$ cat config.mk
export PLATFORM = sky130hd
export DESIGN_NAME = fifo_write_arbiter
export DESIGN_NICKNAME = d
export VERILOG_FILES = /design/src/rtl/fifo_write_arbiter.sv
export SDC_FILE = /design/constraint.sdc
export NUM_CORES = 1
export LEC_CHECK = 0
export CAP_MARGIN = 10
export CORE_MARGIN = 2
export CORE_UTILIZATION = 40
export DETAILED_ROUTE_END_ITERATION = 8
export PLACE_DENSITY = 0.85
export RECOVER_POWER = 100
export SLEW_MARGIN = 20
export SYNTH_ARGS = -nofsm -noshare
export SYNTH_HDL_FRONTEND = slang
export SYNTH_SLANG_ARGS = --single-unit
export TNS_END_PERCENT = 5
$ cat constraint.sdc
create_clock -name clk -period 5 [get_ports clk]
set_input_delay 1.25 -clock clk [delete_from_list [all_inputs] [get_ports clk]]
set_output_delay 1.25 -clock clk [all_outputs]
set_load 0.01 [all_outputs]
$ cat src/rtl/fifo_write_arbiter.sv
// Round-robin arbiter funnelling NUM_REQ requesters into one FIFO write port.
// Packet locking is built only with FIFO_ARB_PACKET_LOCK_EN defined.
module fifo_write_arbiter #(
  parameter int NUM_REQ     = 4,
  parameter int LOG_NUM_REQ = 2,
  parameter int DATA_WIDTH  = 8
) (
  input  logic                            clk,
  input  logic                            rst,
  input  logic [NUM_REQ-1:0]              req_valid,
  input  logic [NUM_REQ-1:0]              req_last,
  input  logic [NUM_REQ*DATA_WIDTH-1:0]   req_data,
  output logic [NUM_REQ-1:0]              req_ready,
  output logic [DATA_WIDTH+LOG_NUM_REQ-1:0] fifo_data_write,
  output logic                            fifo_write,
  input  logic                            fifo_full,
  input  logic                            fifo_almost_full,
  output logic                            locked
);

  localparam int IW = LOG_NUM_REQ;
  localparam logic [IW:0]   NREQ     = (IW+1)'(NUM_REQ);
  localparam logic [IW-1:0] LAST_IDX = IW'(NUM_REQ-1);

  logic                  room;
  logic                  hit;
  logic                  accept;
  logic [IW-1:0]         rr_ptr;
  logic [IW-1:0]         gidx;
  logic [IW-1:0]         cand_idx;
  logic [IW-1:0]         nxt_ptr;
  logic [IW:0]           cand;
  logic [DATA_WIDTH-1:0] sel_data;

`ifdef FIFO_ARB_PACKET_LOCK_EN
  typedef enum logic {ARB, LOCKED} state_t;
  state_t        state;
  logic [IW-1:0] owner;
`else
  logic unused_last;
  assign unused_last = ^req_last;
  assign locked      = 1'b0;
`endif

  // A registered write into the last free slot leaves no room this cycle.
  assign room = ~fifo_full & ~(fifo_almost_full & fifo_write);

  always_comb begin
    hit      = 1'b0;
    gidx     = '0;
    cand     = '0;
    cand_idx = '0;
    for (int k = 0; k < NUM_REQ; k++) begin
      cand = {1'b0, rr_ptr} + (IW+1)'(k);
      if (cand >= NREQ) cand = cand - NREQ;
      cand_idx = cand[IW-1:0];
      if (!hit && req_valid[cand_idx]) begin
        hit  = 1'b1;
        gidx = cand_idx;
      end
    end
`ifdef FIFO_ARB_PACKET_LOCK_EN
    if (state == LOCKED) begin
      hit  = req_valid[owner];
      gidx = owner;
    end
`endif
  end

  assign accept  = hit & room & rst;
  assign nxt_ptr = (gidx == LAST_IDX) ? '0 : gidx + IW'(1);

  always_comb begin
    req_ready = '0;
    sel_data  = '0;
    for (int i = 0; i < NUM_REQ; i++) begin
      if (gidx == IW'(i)) begin
        req_ready[i] = accept;
        sel_data     = req_data[i*DATA_WIDTH +: DATA_WIDTH];
      end
    end
  end

  always_ff @(posedge clk or negedge rst) begin
    if (!rst) begin
      rr_ptr          <= '0;
      fifo_write      <= 1'b0;
      fifo_data_write <= '0;
`ifdef FIFO_ARB_PACKET_LOCK_EN
      state           <= ARB;
      owner           <= '0;
      locked          <= 1'b0;
`endif
    end else begin
      fifo_write <= accept;
      if (accept) begin
        fifo_data_write <= {gidx, sel_data};
`ifdef FIFO_ARB_PACKET_LOCK_EN
        if (state == ARB && !req_last[gidx]) begin
          state  <= LOCKED;
          owner  <= gidx;
          locked <= 1'b1;
        end else if (req_last[gidx]) begin
          state  <= ARB;
          locked <= 1'b0;
          rr_ptr <= nxt_ptr;
        end
`else
        rr_ptr <= nxt_ptr;
`endif
      end
    end
  end

endmodule

==> flow_summary.html, run 1 <==
<table>
<tr><th>Metric</th><th>Value</th></tr>
<tr><th colspan="2">Finish</th></tr>
<tr><td>Fraction of layout cells with a size suffix above 1</td><td>0.0409</td></tr>
<tr><td>Final Net Count</td><td>220</td></tr>
<tr><td>Number of inserted filler cells in the final layout</td><td>214</td></tr>
<tr><td>Area growth from synthesis to layout</td><td>55.9%</td></tr>
<tr><td>Area of combinational cells with multiple inputs</td><td>569 um2</td></tr>
<tr><td>Antenna Diode Count</td><td>0</td></tr>
<tr><td>Register area</td><td>325 um2</td></tr>
<tr><th colspan="2">Clocking</th></tr>
<tr><td>Post-CTS setup buffer count</td><td>0</td></tr>
<tr><td>TritonCTS sink count</td><td>13</td></tr>
<tr><td>CTS buffer count</td><td>3</td></tr>
<tr><td>Hold buffers post-CTS</td><td>0</td></tr>
<tr><td>Number of cells upsized or downsized after cts</td><td>0</td></tr>
<tr><td>Clock Tree Root</td><td>sky130_fd_sc_hd__clkbuf_4</td></tr>
<tr><td>Latest clock arrival within the worst-skew pair</td><td>0.28 ns</td></tr>
<tr><td>H-tree depth</td><td>1</td></tr>
<tr><td>Clock tree buffer depth</td><td>2</td></tr>
<tr><td>Register clock-pin slew on the reported worst setup and hold paths</td><td>0.07 ns</td></tr>
<tr><td>Clock tree from TritonCTS</td><td>done</td></tr>
<tr><th colspan="2">Critical path</th></tr>
<tr><td>Buffering stage count on the worst path with inverters included</td><td>2</td></tr>
<tr><td>Setup slack, reg-to-reg</td><td>2.37 ns</td></tr>
<tr><td>Classification of the worst setup path</td><td>in -&gt; out</td></tr>
<tr><td>Endpoint required time on the critical path</td><td>3.75 ns</td></tr>
<tr><td>Launch point of the worst reg-to-reg path</td><td>rr_ptr[1]</td></tr>
<tr><td>Cell breakdown of the critical path</td><td>dlygate4sd3_1, or4_1, and3_4, and2_1, clkdlybuf4s50_1</td></tr>
<tr><td>R2R depth</td><td>8</td></tr>
<tr><td>FF-to-FF End</td><td>fifo_data_write[4]</td></tr>
<tr><td>CP Max Fanout</td><td>15</td></tr>
<tr><td>Startpoint Class</td><td>input pin</td></tr>
<tr><td>Crit. End Element</td><td>output port</td></tr>
<tr><td>Largest stage delay on the critical path</td><td>0.70 ns</td></tr>
<tr><td>Slowest cell on crit path</td><td>sky130_fd_sc_hd__or4_1</td></tr>
<tr><td>Arrival @ worst endpoint</td><td>3.55 ns</td></tr>
<tr><td>Crit-path leading delay family</td><td>simple AND/OR/NAND/NOR gates</td></tr>
<tr><th colspan="2">Logic synthesis</th></tr>
<tr><td>Share of Yosys cell area claimed by the top area cell type</td><td>0.323</td></tr>
<tr><td>Register bit count reported by yosys</td><td>13</td></tr>
<tr><td>Post-synthesis share of cell area spent on and, or, nand and nor gates</td><td>0.215</td></tr>
<tr><td>Top cell type by total area after synthesis</td><td>sky130_fd_sc_hd__dfrtp_1</td></tr>
<tr><td>Compound-gate portion of the synthesized area</td><td>0.289</td></tr>
<tr><td>Share of synthesized cell area in full adder, half adder and majority cells</td><td>0.0497</td></tr>
<tr><td>Cell types occupying the most area after synthesis</td><td>sky130_fd_sc_hd__dfrtp_1 32%, sky130_fd_sc_hd__a31oi_1 12%, sky130_fd_sc_hd__a221o_1 8.0%, sky130_fd_sc_hd__nand3b_1 6.7%, sky130_fd_sc_hd__ha_1 5.0%</td></tr>
<tr><td>Number of cells produced by synthesis</td><td>120</td></tr>
<tr><td>Most used flip-flop cell after synthesis</td><td>sky130_fd_sc_hd__dfrtp_1</td></tr>
<tr><td>Most instantiated cells after synthesis</td><td>20 x sky130_fd_sc_hd__a31oi_1, 13 x sky130_fd_sc_hd__dfrtp_1, 11 x sky130_fd_sc_hd__inv_1, 10 x sky130_fd_sc_hd__nand2_1</td></tr>
<tr><td>Multiplexer fraction of the synthesized cell area</td><td>0.0149</td></tr>
<tr><td>Most frequent cell after synthesis</td><td>sky130_fd_sc_hd__a31oi_1</td></tr>
<tr><td>Combinational family with the most area after synthesis</td><td>compound AO/OA/AOI/OAI gates</td></tr>
<tr><td>Synthesized net count</td><td>168</td></tr>
<tr><td>Post-Synthesis Cell Area</td><td>1010 um2</td></tr>
<tr><td>Count of flip-flops with a built-in enable after synthesis</td><td>0</td></tr>
<tr><td>Total number of yosys warnings</td><td>0</td></tr>
<tr><td>Seq/Total Area, Yosys</td><td>0.323</td></tr>
<tr><td>Fraction of synthesis flops using an asynchronous set or reset pin</td><td>1.00</td></tr>
<tr><td>Mean instance size in the synthesized netlist</td><td>8.39 um2</td></tr>
<tr><td>Library cells used by synthesis</td><td>27</td></tr>
<tr><td>XOR/XNOR Fraction of Synth Area</td><td>0</td></tr>
<tr><th colspan="2">Timing</th></tr>
<tr><td>Final critical path time including I/O delays and setup</td><td>4.80 ns</td></tr>
<tr><td>Setup TNS Final</td><td>0 ns</td></tr>
<tr><td>Transition time of the tightest slew-check pin</td><td>0.722 ns</td></tr>
<tr><td>Ratio of final minimum period to clock period</td><td>0.960</td></tr>
<tr><td>Count of final hold-check violations</td><td>0</td></tr>
<tr><td>Number of failing setup endpoints in the final timing report</td><td>0</td></tr>
<tr><td>Timing-limited maximum frequency</td><td>208 MHz</td></tr>
<tr><td>Number of max-slew violations in the final report</td><td>0</td></tr>
<tr><td>Fin Clk Skew</td><td>0.00540 ns</td></tr>
<tr><td>Max-slew headroom at the worst pin</td><td>0.519</td></tr>
<tr><td>RSZ-0062 raised after global routing</td><td>no</td></tr>
<tr><th colspan="2">GRT</th></tr>
<tr><td>First-pass GRT wire length</td><td>4.60 mm</td></tr>
<tr><td>Total overflow reported by the global router</td><td>0</td></tr>
<tr><td>Initial antenna violation count</td><td>0</td></tr>
<tr><td>Vias in the first global route</td><td>1006</td></tr>
<tr><td>Global router's overall resource usage</td><td>0.218</td></tr>
<tr><td>Maximum number of pins on one net before global-route repair</td><td>17</td></tr>
<tr><th colspan="2">Floorplanning</th></tr>
<tr><td>Initial Utilization</td><td>0.414</td></tr>
<tr><td>FP Rows</td><td>18</td></tr>
<tr><td>Die Wd</td><td>54.2 um</td></tr>
<tr><td>Height of the chip</td><td>54.2 um</td></tr>
<tr><td>Number of top-level design ports</td><td>60</td></tr>
<tr><td>Full die area</td><td>2940 um2</td></tr>
<tr><td>Area of the placeable core</td><td>2430 um2</td></tr>
<tr><th colspan="2">Detailed routing</th></tr>
<tr><td>Via count of the routed design</td><td>1140</td></tr>
<tr><td>Total detailed-routing wirelength</td><td>2.97 mm</td></tr>
<tr><td>Final ANT Viol Nets</td><td>0</td></tr>
<tr><td>First DRT Iteration DRCs</td><td>30</td></tr>
<tr><td>Number of iterations in the first detailed-routing pass</td><td>4</td></tr>
<tr><td>Wire per inst</td><td>14.8 um</td></tr>
<tr><td>DR vias/cell</td><td>5.67</td></tr>
<tr><td>Drt drc</td><td>0</td></tr>
<tr><th colspan="2">Min path</th></tr>
<tr><td>Endpoint of the worst hold path</td><td>fifo_data_write[1]</td></tr>
<tr><td>Hold path cells</td><td>2</td></tr>
<tr><td>Hold path startpoint</td><td>fifo_data_write[1]</td></tr>
<tr><td>Class of the tightest hold or removal check</td><td>reg -&gt; reg</td></tr>
<tr><th colspan="2">Placed design</th></tr>
<tr><td>Final HPWL DP</td><td>2.36 mm</td></tr>
<tr><td>Final Wtd Congestion</td><td>0.802</td></tr>
<tr><td>Number of port buffers</td><td>54</td></tr>
<tr><th colspan="2">Power and ir drop</th></tr>
<tr><td>Pwr dens</td><td>361 nW/um2</td></tr>
<tr><td>Cell leakage power</td><td>0.649 nW</td></tr>
<tr><td>Worst supply voltage drop on vdd</td><td>0.000233 V</td></tr>
<tr><td>Total power of the final layout</td><td>567 uW</td></tr>
<tr><th colspan="2">Run status</th></tr>
<tr><td>Status</td><td>finished, final reports clean</td></tr>
<tr><th colspan="2">Flow run</th></tr>
<tr><td>Maximum Capacitance Violations</td><td>0</td></tr>
</table>
-- cell families (layout without fill, tap and decap cells) --
family / Yosys count / after routing
compound gates: 42 / 42
fa+ha+maj: 4 / 4
buf+inv: 23 / 74
flops: 13 / 13
mux: 1 / 1
other cells: 1 / 1
simple gates: 36 / 36
-- registers in the layout, summed over array words and instances (netlist names) --
| register | cells |
|---|---|
| fifo_write | 1 |
| rr_ptr | 2 |
| fifo_data_write | 10 |
-- final cells by class --
| class | instances | share of cell area |
|---|---|---|
| Multi-Input combinational cell | 84 | 0.363 |
| Timing Repair Buffer | 59 | 0.363 |
| Sequential cell | 13 | 0.207 |
| Tap cell | 30 | 0.0239 |
| Clock buffer | 4 | 0.0167 |
| Inverter | 11 | 0.0263 |
-- worst max-delay path by stage --
stage                             from      endpoint  slack [ns]  depth (start not counted)
final                     req_valid[3]  req_ready[3]        0.20                          5
after global routing      req_valid[3]  req_ready[0]        0.09                          7
after CTS                 req_valid[3]  req_ready[0]        0.31                          7
after detailed placement  req_valid[3]  req_ready[0]        0.31                          7
after global placement    req_valid[3]  req_ready[0]        0.37                          7
after floorplan           req_valid[1]  req_ready[2]        1.11                          7
-- routing by layer --
metal	wire, um	track usage	up-vias
li1	-	-	547
met1	1200	0.289	526
met2	1490	0.384	62
met3	257	0.0167	5
met4	29	0.0500	0
met5	0	0	-
-- layout by cell type (no fill, tap or decap) --
cell and instances:
sky130_fd_sc_hd__a21o_1 1, sky130_fd_sc_hd__a21oi_1 9, sky130_fd_sc_hd__a221o_1 8, sky130_fd_sc_hd__a31oi_1 20
sky130_fd_sc_hd__a41o_1 2, sky130_fd_sc_hd__a41oi_1 1, sky130_fd_sc_hd__and2_0 1, sky130_fd_sc_hd__and2_1 4
sky130_fd_sc_hd__and3_1 2, sky130_fd_sc_hd__and3_4 1, sky130_fd_sc_hd__and3b_1 1, sky130_fd_sc_hd__buf_4 3
sky130_fd_sc_hd__clkbuf_1 3, sky130_fd_sc_hd__clkbuf_4 3, sky130_fd_sc_hd__clkdlybuf4s50_1 41, sky130_fd_sc_hd__conb_1 1
sky130_fd_sc_hd__dfrtp_1 13, sky130_fd_sc_hd__dlygate4sd3_1 13, sky130_fd_sc_hd__ha_1 4, sky130_fd_sc_hd__inv_1 11
sky130_fd_sc_hd__mux2_1 1, sky130_fd_sc_hd__nand2_1 10, sky130_fd_sc_hd__nand2b_1 1, sky130_fd_sc_hd__nand3_1 2
sky130_fd_sc_hd__nand3b_1 9, sky130_fd_sc_hd__nor2_1 2, sky130_fd_sc_hd__nor2b_1 2, sky130_fd_sc_hd__o21ai_0 1
sky130_fd_sc_hd__or4_1 1
-- worst reg2reg max path, cell delays in order (launching register included) --
cell and delay [ns]:
sky130_fd_sc_hd__dfrtp_1 0.44, sky130_fd_sc_hd__nor2b_1 0.17, sky130_fd_sc_hd__o21ai_0 0.39, sky130_fd_sc_hd__and3_1 0.26, sky130_fd_sc_hd__ha_1 0.18, sky130_fd_sc_hd__clkbuf_1 0.43
sky130_fd_sc_hd__a21oi_1 0.13, sky130_fd_sc_hd__a221o_1 0.37, sky130_fd_sc_hd__a31oi_1 0.19
-- stage by stage --
step	area, um2	setup slack, ns	cells	hold WS, ns	util
global placement	1560	0.374	197	0.527	0.641
floorplan	1010	1.11	120	0.554	-
detailed placement	1560	0.309	197	0.543	0.641
CTS	1590	0.310	201	0.560	0.652
global route	1570	0.0863	201	0.593	0.646
finish	1570	0.199	201	0.549	0.646
-- power breakdown --
group	switching [mW]	internal, mW	leakage, nW	total, mW
logic	0.160	0.174	0.483	0.334
clock network	0.0334	0.0310	0.0150	0.0644
registers	0.0262	0.143	0.151	0.169
total	0.220	0.348	0.649	0.567
Power figures use the tool's default switching activity.
==> run 2, diff against run 1 <==
--- a/config.mk
+++ b/config.mk
@@ -6,7 +6,6 @@
 export NUM_CORES = 1
 export LEC_CHECK = 0
 export CAP_MARGIN = 10
-export CORE_MARGIN = 2
 export CORE_UTILIZATION = 40
 export DETAILED_ROUTE_END_ITERATION = 8
 export PLACE_DENSITY = 0.85
==> run 2 against run 1 <==
  * Maximum frequency down 1.3%
  * Register-to-register slack better by 0.02 ns
  * Largest power group unchanged
  * Sequential cell count unchanged
  * Non-clock buffer count unchanged
  * Clock skew down 0.0037 ns
==> flow_summary.html, run 2 (same netlist as run 1, synthesis figures left out) <==
<table>
<tr><th>Metric</th><th>Value</th></tr>
<tr><th colspan="2">Timing</th></tr>
<tr><td>Final setup slack of the worst path</td><td>0.137 ns (was 0.199 ns)</td></tr>
<tr><td>RSZ-0062 raised after global routing</td><td>no (unchanged)</td></tr>
<tr><td>Fin Hold WS</td><td>0.547 ns (was 0.549 ns)</td></tr>
<tr><td>Max-slew headroom at the worst pin</td><td>0.527 (was 0.519)</td></tr>
<tr><td>Ratio of final minimum period to clock period</td><td>0.973 (was 0.960)</td></tr>
<tr><td>Setup TNS Final</td><td>0 ns (unchanged)</td></tr>
<tr><td>Transition time of the tightest slew-check pin</td><td>0.709 ns (was 0.722 ns)</td></tr>
<tr><td>Final critical path time including I/O delays and setup</td><td>4.86 ns (was 4.80 ns)</td></tr>
<tr><td>Fin Clk Skew</td><td>0.00170 ns (was 0.00540 ns)</td></tr>
<tr><td>Timing-limited maximum frequency</td><td>206 MHz (was 208 MHz)</td></tr>
<tr><td>Number of max-slew violations in the final report</td><td>0 (unchanged)</td></tr>
<tr><td>Count of final hold-check violations</td><td>0 (unchanged)</td></tr>
<tr><td>Number of failing setup endpoints in the final timing report</td><td>0 (unchanged)</td></tr>
<tr><th colspan="2">Flow run</th></tr>
<tr><td>Maximum Capacitance Violations</td><td>0 (unchanged)</td></tr>
<tr><th colspan="2">Floorplanning</th></tr>
<tr><td>Full die area</td><td>2720 um2 (was 2940 um2)</td></tr>
<tr><td>Die Wd</td><td>52.2 um (was 54.2 um)</td></tr>
<tr><td>FP Rows</td><td>17 (was 18)</td></tr>
<tr><td>Initial Utilization</td><td>0.438 (was 0.414)</td></tr>
<tr><td>Number of top-level design ports</td><td>60 (unchanged)</td></tr>
<tr><td>Height of the chip</td><td>52.2 um (was 54.2 um)</td></tr>
<tr><td>Area of the placeable core</td><td>2300 um2 (was 2430 um2)</td></tr>
<tr><th colspan="2">Placed design</th></tr>
<tr><td>Instance count after placement with tap cells included</td><td>195 (was 197)</td></tr>
<tr><td>Number of port buffers</td><td>54 (unchanged)</td></tr>
<tr><td>Area of placed instances</td><td>1560 um2 (about the same)</td></tr>
<tr><td>Final Wtd Congestion</td><td>0.879 (was 0.802)</td></tr>
<tr><td>Final HPWL DP</td><td>2.29 mm (was 2.36 mm)</td></tr>
<tr><td>Post-placement setup slack</td><td>0.314 ns (was 0.309 ns)</td></tr>
<tr><th colspan="2">Finish</th></tr>
<tr><td>Fraction of layout cells with a size suffix above 1</td><td>0.0409 (unchanged)</td></tr>
<tr><td>Number of inserted filler cells in the final layout</td><td>187 (was 214)</td></tr>
<tr><td>Biggest regs</td><td>fifo_data_write (10), rr_ptr (2), fifo_write (1) (unchanged)</td></tr>
<tr><td>Top library cells by usage in the layout, fill and taps aside</td><td>41 x sky130_fd_sc_hd__clkdlybuf4s50_1, 20 x sky130_fd_sc_hd__a31oi_1, 13 x sky130_fd_sc_hd__dfrtp_1, 13 x sky130_fd_sc_hd__dlygate4sd3_1, 11 x sky130_fd_sc_hd__inv_1 (unchanged)</td></tr>
<tr><td>Final Net Count</td><td>220 (unchanged)</td></tr>
<tr><td>Area of combinational cells with multiple inputs</td><td>569 um2 (unchanged)</td></tr>
<tr><td>Number of flip-flops in the largest register</td><td>10 (unchanged)</td></tr>
<tr><td>Antenna Diode Count</td><td>0 (unchanged)</td></tr>
<tr><td>Largest register by flop count</td><td>fifo_data_write (unchanged)</td></tr>
<tr><td>Final instance count without filler cells</td><td>199 (was 201)</td></tr>
<tr><td>Area growth from synthesis to layout</td><td>55.7% (was 55.9%)</td></tr>
<tr><td>Final standard cell area without fillers</td><td>1570 um2 (about the same)</td></tr>
<tr><td>Register area</td><td>325 um2 (unchanged)</td></tr>
<tr><td>Most common library cell in the layout ignoring fill and taps</td><td>sky130_fd_sc_hd__clkdlybuf4s50_1 (unchanged)</td></tr>
<tr><th colspan="2">Clocking</th></tr>
<tr><td>TritonCTS sink count</td><td>13 (unchanged)</td></tr>
<tr><td>Hold buffers post-CTS</td><td>0 (unchanged)</td></tr>
<tr><td>Latest clock arrival within the worst-skew pair</td><td>0.27 ns (was 0.28 ns)</td></tr>
<tr><td>Clock tree buffer depth</td><td>2 (unchanged)</td></tr>
<tr><td>Register clock-pin slew on the reported worst setup and hold paths</td><td>0.08 ns (was 0.07 ns)</td></tr>
<tr><td>CTS buffer count</td><td>3 (unchanged)</td></tr>
<tr><td>Post-CTS setup buffer count</td><td>0 (unchanged)</td></tr>
<tr><td>Number of cells upsized or downsized after cts</td><td>0 (unchanged)</td></tr>
<tr><td>H-tree depth</td><td>1 (unchanged)</td></tr>
<tr><td>Clock Tree Root</td><td>sky130_fd_sc_hd__clkbuf_4 (unchanged)</td></tr>
<tr><td>Clock tree from TritonCTS</td><td>done (unchanged)</td></tr>
<tr><th colspan="2">GRT</th></tr>
<tr><td>Global router's overall resource usage</td><td>0.244 (was 0.218)</td></tr>
<tr><td>Layer with the highest usage</td><td>met2 (unchanged)</td></tr>
<tr><td>Met1 track demand over resource</td><td>0.338 (was 0.289)</td></tr>
<tr><td>First-pass GRT wire length</td><td>4.93 mm (was 4.60 mm)</td></tr>
<tr><td>Total overflow reported by the global router</td><td>0 (unchanged)</td></tr>
<tr><td>Maximum number of pins on one net before global-route repair</td><td>17 (unchanged)</td></tr>
<tr><td>Initial antenna violation count</td><td>0 (unchanged)</td></tr>
<tr><td>GR Layer Usage met3</td><td>0.0145 (was 0.0167)</td></tr>
<tr><td>Vias in the first global route</td><td>1071 (was 1006)</td></tr>
<tr><td>Fraction of met2 tracks used by global routing</td><td>0.404 (was 0.384)</td></tr>
<tr><th colspan="2">Critical path</th></tr>
<tr><td>Largest stage delay on the critical path</td><td>0.76 ns (was 0.70 ns)</td></tr>
<tr><td>Buffering stage count on the worst path with inverters included</td><td>2 (unchanged)</td></tr>
<tr><td>CP Max Fanout</td><td>15 (unchanged)</td></tr>
<tr><td>Crit-path leading delay family</td><td>simple AND/OR/NAND/NOR gates (unchanged)</td></tr>
<tr><td>Slowest cell on crit path</td><td>sky130_fd_sc_hd__or4_1 (unchanged)</td></tr>
<tr><td>Startpoint Class</td><td>input pin (unchanged)</td></tr>
<tr><td>Endpoint required time on the critical path</td><td>3.75 ns (about the same)</td></tr>
<tr><td>Classification of the worst setup path</td><td>in -&gt; out (unchanged)</td></tr>
<tr><td>Arrival @ worst endpoint</td><td>3.61 ns (was 3.55 ns)</td></tr>
<tr><td>Cell breakdown of the critical path</td><td>dlygate4sd3_1, or4_1, and3_4, and2_1, clkdlybuf4s50_1 (unchanged)</td></tr>
<tr><td>Crit. End Element</td><td>output port (unchanged)</td></tr>
<tr><th colspan="2">Detailed routing</th></tr>
<tr><td>DR vias/cell</td><td>5.94 (was 5.67)</td></tr>
<tr><td>Final ANT Viol Nets</td><td>0 (unchanged)</td></tr>
<tr><td>Total detailed-routing wirelength</td><td>3.06 mm (was 2.97 mm)</td></tr>
<tr><td>Via count of the routed design</td><td>1182 (was 1140)</td></tr>
<tr><td>Number of iterations in the first detailed-routing pass</td><td>4 (unchanged)</td></tr>
<tr><td>Wire per inst</td><td>15.4 um (was 14.8 um)</td></tr>
<tr><td>Drt drc</td><td>0 (unchanged)</td></tr>
<tr><td>First DRT Iteration DRCs</td><td>30 (unchanged)</td></tr>
<tr><th colspan="2">Power and ir drop</th></tr>
<tr><td>Pwr dens</td><td>362 nW/um2 (was 361 nW/um2)</td></tr>
<tr><td>Cell leakage power</td><td>0.648 nW (was 0.649 nW)</td></tr>
<tr><td>Worst supply voltage drop on vdd</td><td>0.000198 V (was 0.000233 V)</td></tr>
<tr><th colspan="2">Min path</th></tr>
<tr><td>Class of the tightest hold or removal check</td><td>reg -&gt; reg (unchanged)</td></tr>
<tr><th colspan="2">Run status</th></tr>
<tr><td>Status</td><td>finished, final reports clean (unchanged)</td></tr>
</table>
==> run 2: changes by cell type in the layout (fill, tap and decap cells not counted) <==
cell	before	now
sky130_fd_sc_hd__and2_0	1	2
sky130_fd_sc_hd__and2_1	4	3
==> run 2: where the power goes <==
part	total (mW)	internal (mW)	switching, mW
combinational	0.335	0.174	0.161
sequential	0.168	0.143	0.0257
clock	0.0649	0.0309	0.0340
==> run 2: cell type report <==
type                       instances  share of cell area
timing repair buffer              59               0.364
multi-input combinational         84               0.363
sequential                        13               0.208
inverter                          11              0.0263
tap                               28              0.0223
clock buffer                       4              0.0168
==> run 2: worst min-delay path: cells and delay by family (launching register included) <==
kind	cells	cell delay [ns]
compound gates	2	0.16
flops	1	0.35
==> run 2: path summary, 6_finish.rpt <==
path                                    start            endpoint  slack [ns]  cells after the start
max in group asynchronous                 rst  fifo_data_write[9]        3.00                      2
max                              req_valid[0]        req_ready[3]        0.14                      5
max reg2reg                         rr_ptr[1]  fifo_data_write[1]        2.39                      8
min                        fifo_data_write[0]  fifo_data_write[0]        0.55                      2
min reg2reg                fifo_data_write[0]  fifo_data_write[0]        0.55                      2
min in group asynchronous                 rst  fifo_data_write[1]        1.56                      2
==> run 2: layer usage <==
| metal | part of all wire | vias up |
|---|---|---|
| li1 | - | 545 |
| met1 | 0.42 | 571 |
| met2 | 0.49 | 61 |
| met3 | 0.072 | 5 |
| met4 | 0.013 | 0 |
| met5 | 0 | - |
==> run 2: metrics by stage <==
stage / utilization / total power, mW
finish: 0.682 / 0.568
global route: 0.682 / 0.614
CTS: 0.689 / 0.588
detailed placement: 0.678 / 0.523
global placement: 0.678 / 0.507
floorplan: - / 0.369
==> run 3, diff against run 2 <==
--- a/config.mk
+++ b/config.mk
@@ -10,7 +10,6 @@
 export DETAILED_ROUTE_END_ITERATION = 8
 export PLACE_DENSITY = 0.85
 export RECOVER_POWER = 100
-export SLEW_MARGIN = 20
 export SYNTH_ARGS = -nofsm -noshare
 export SYNTH_HDL_FRONTEND = slang
 export SYNTH_SLANG_ARGS = --single-unit
==> results of run 3 <==
Final layout, timing and power as in run 2 (identical DEF).
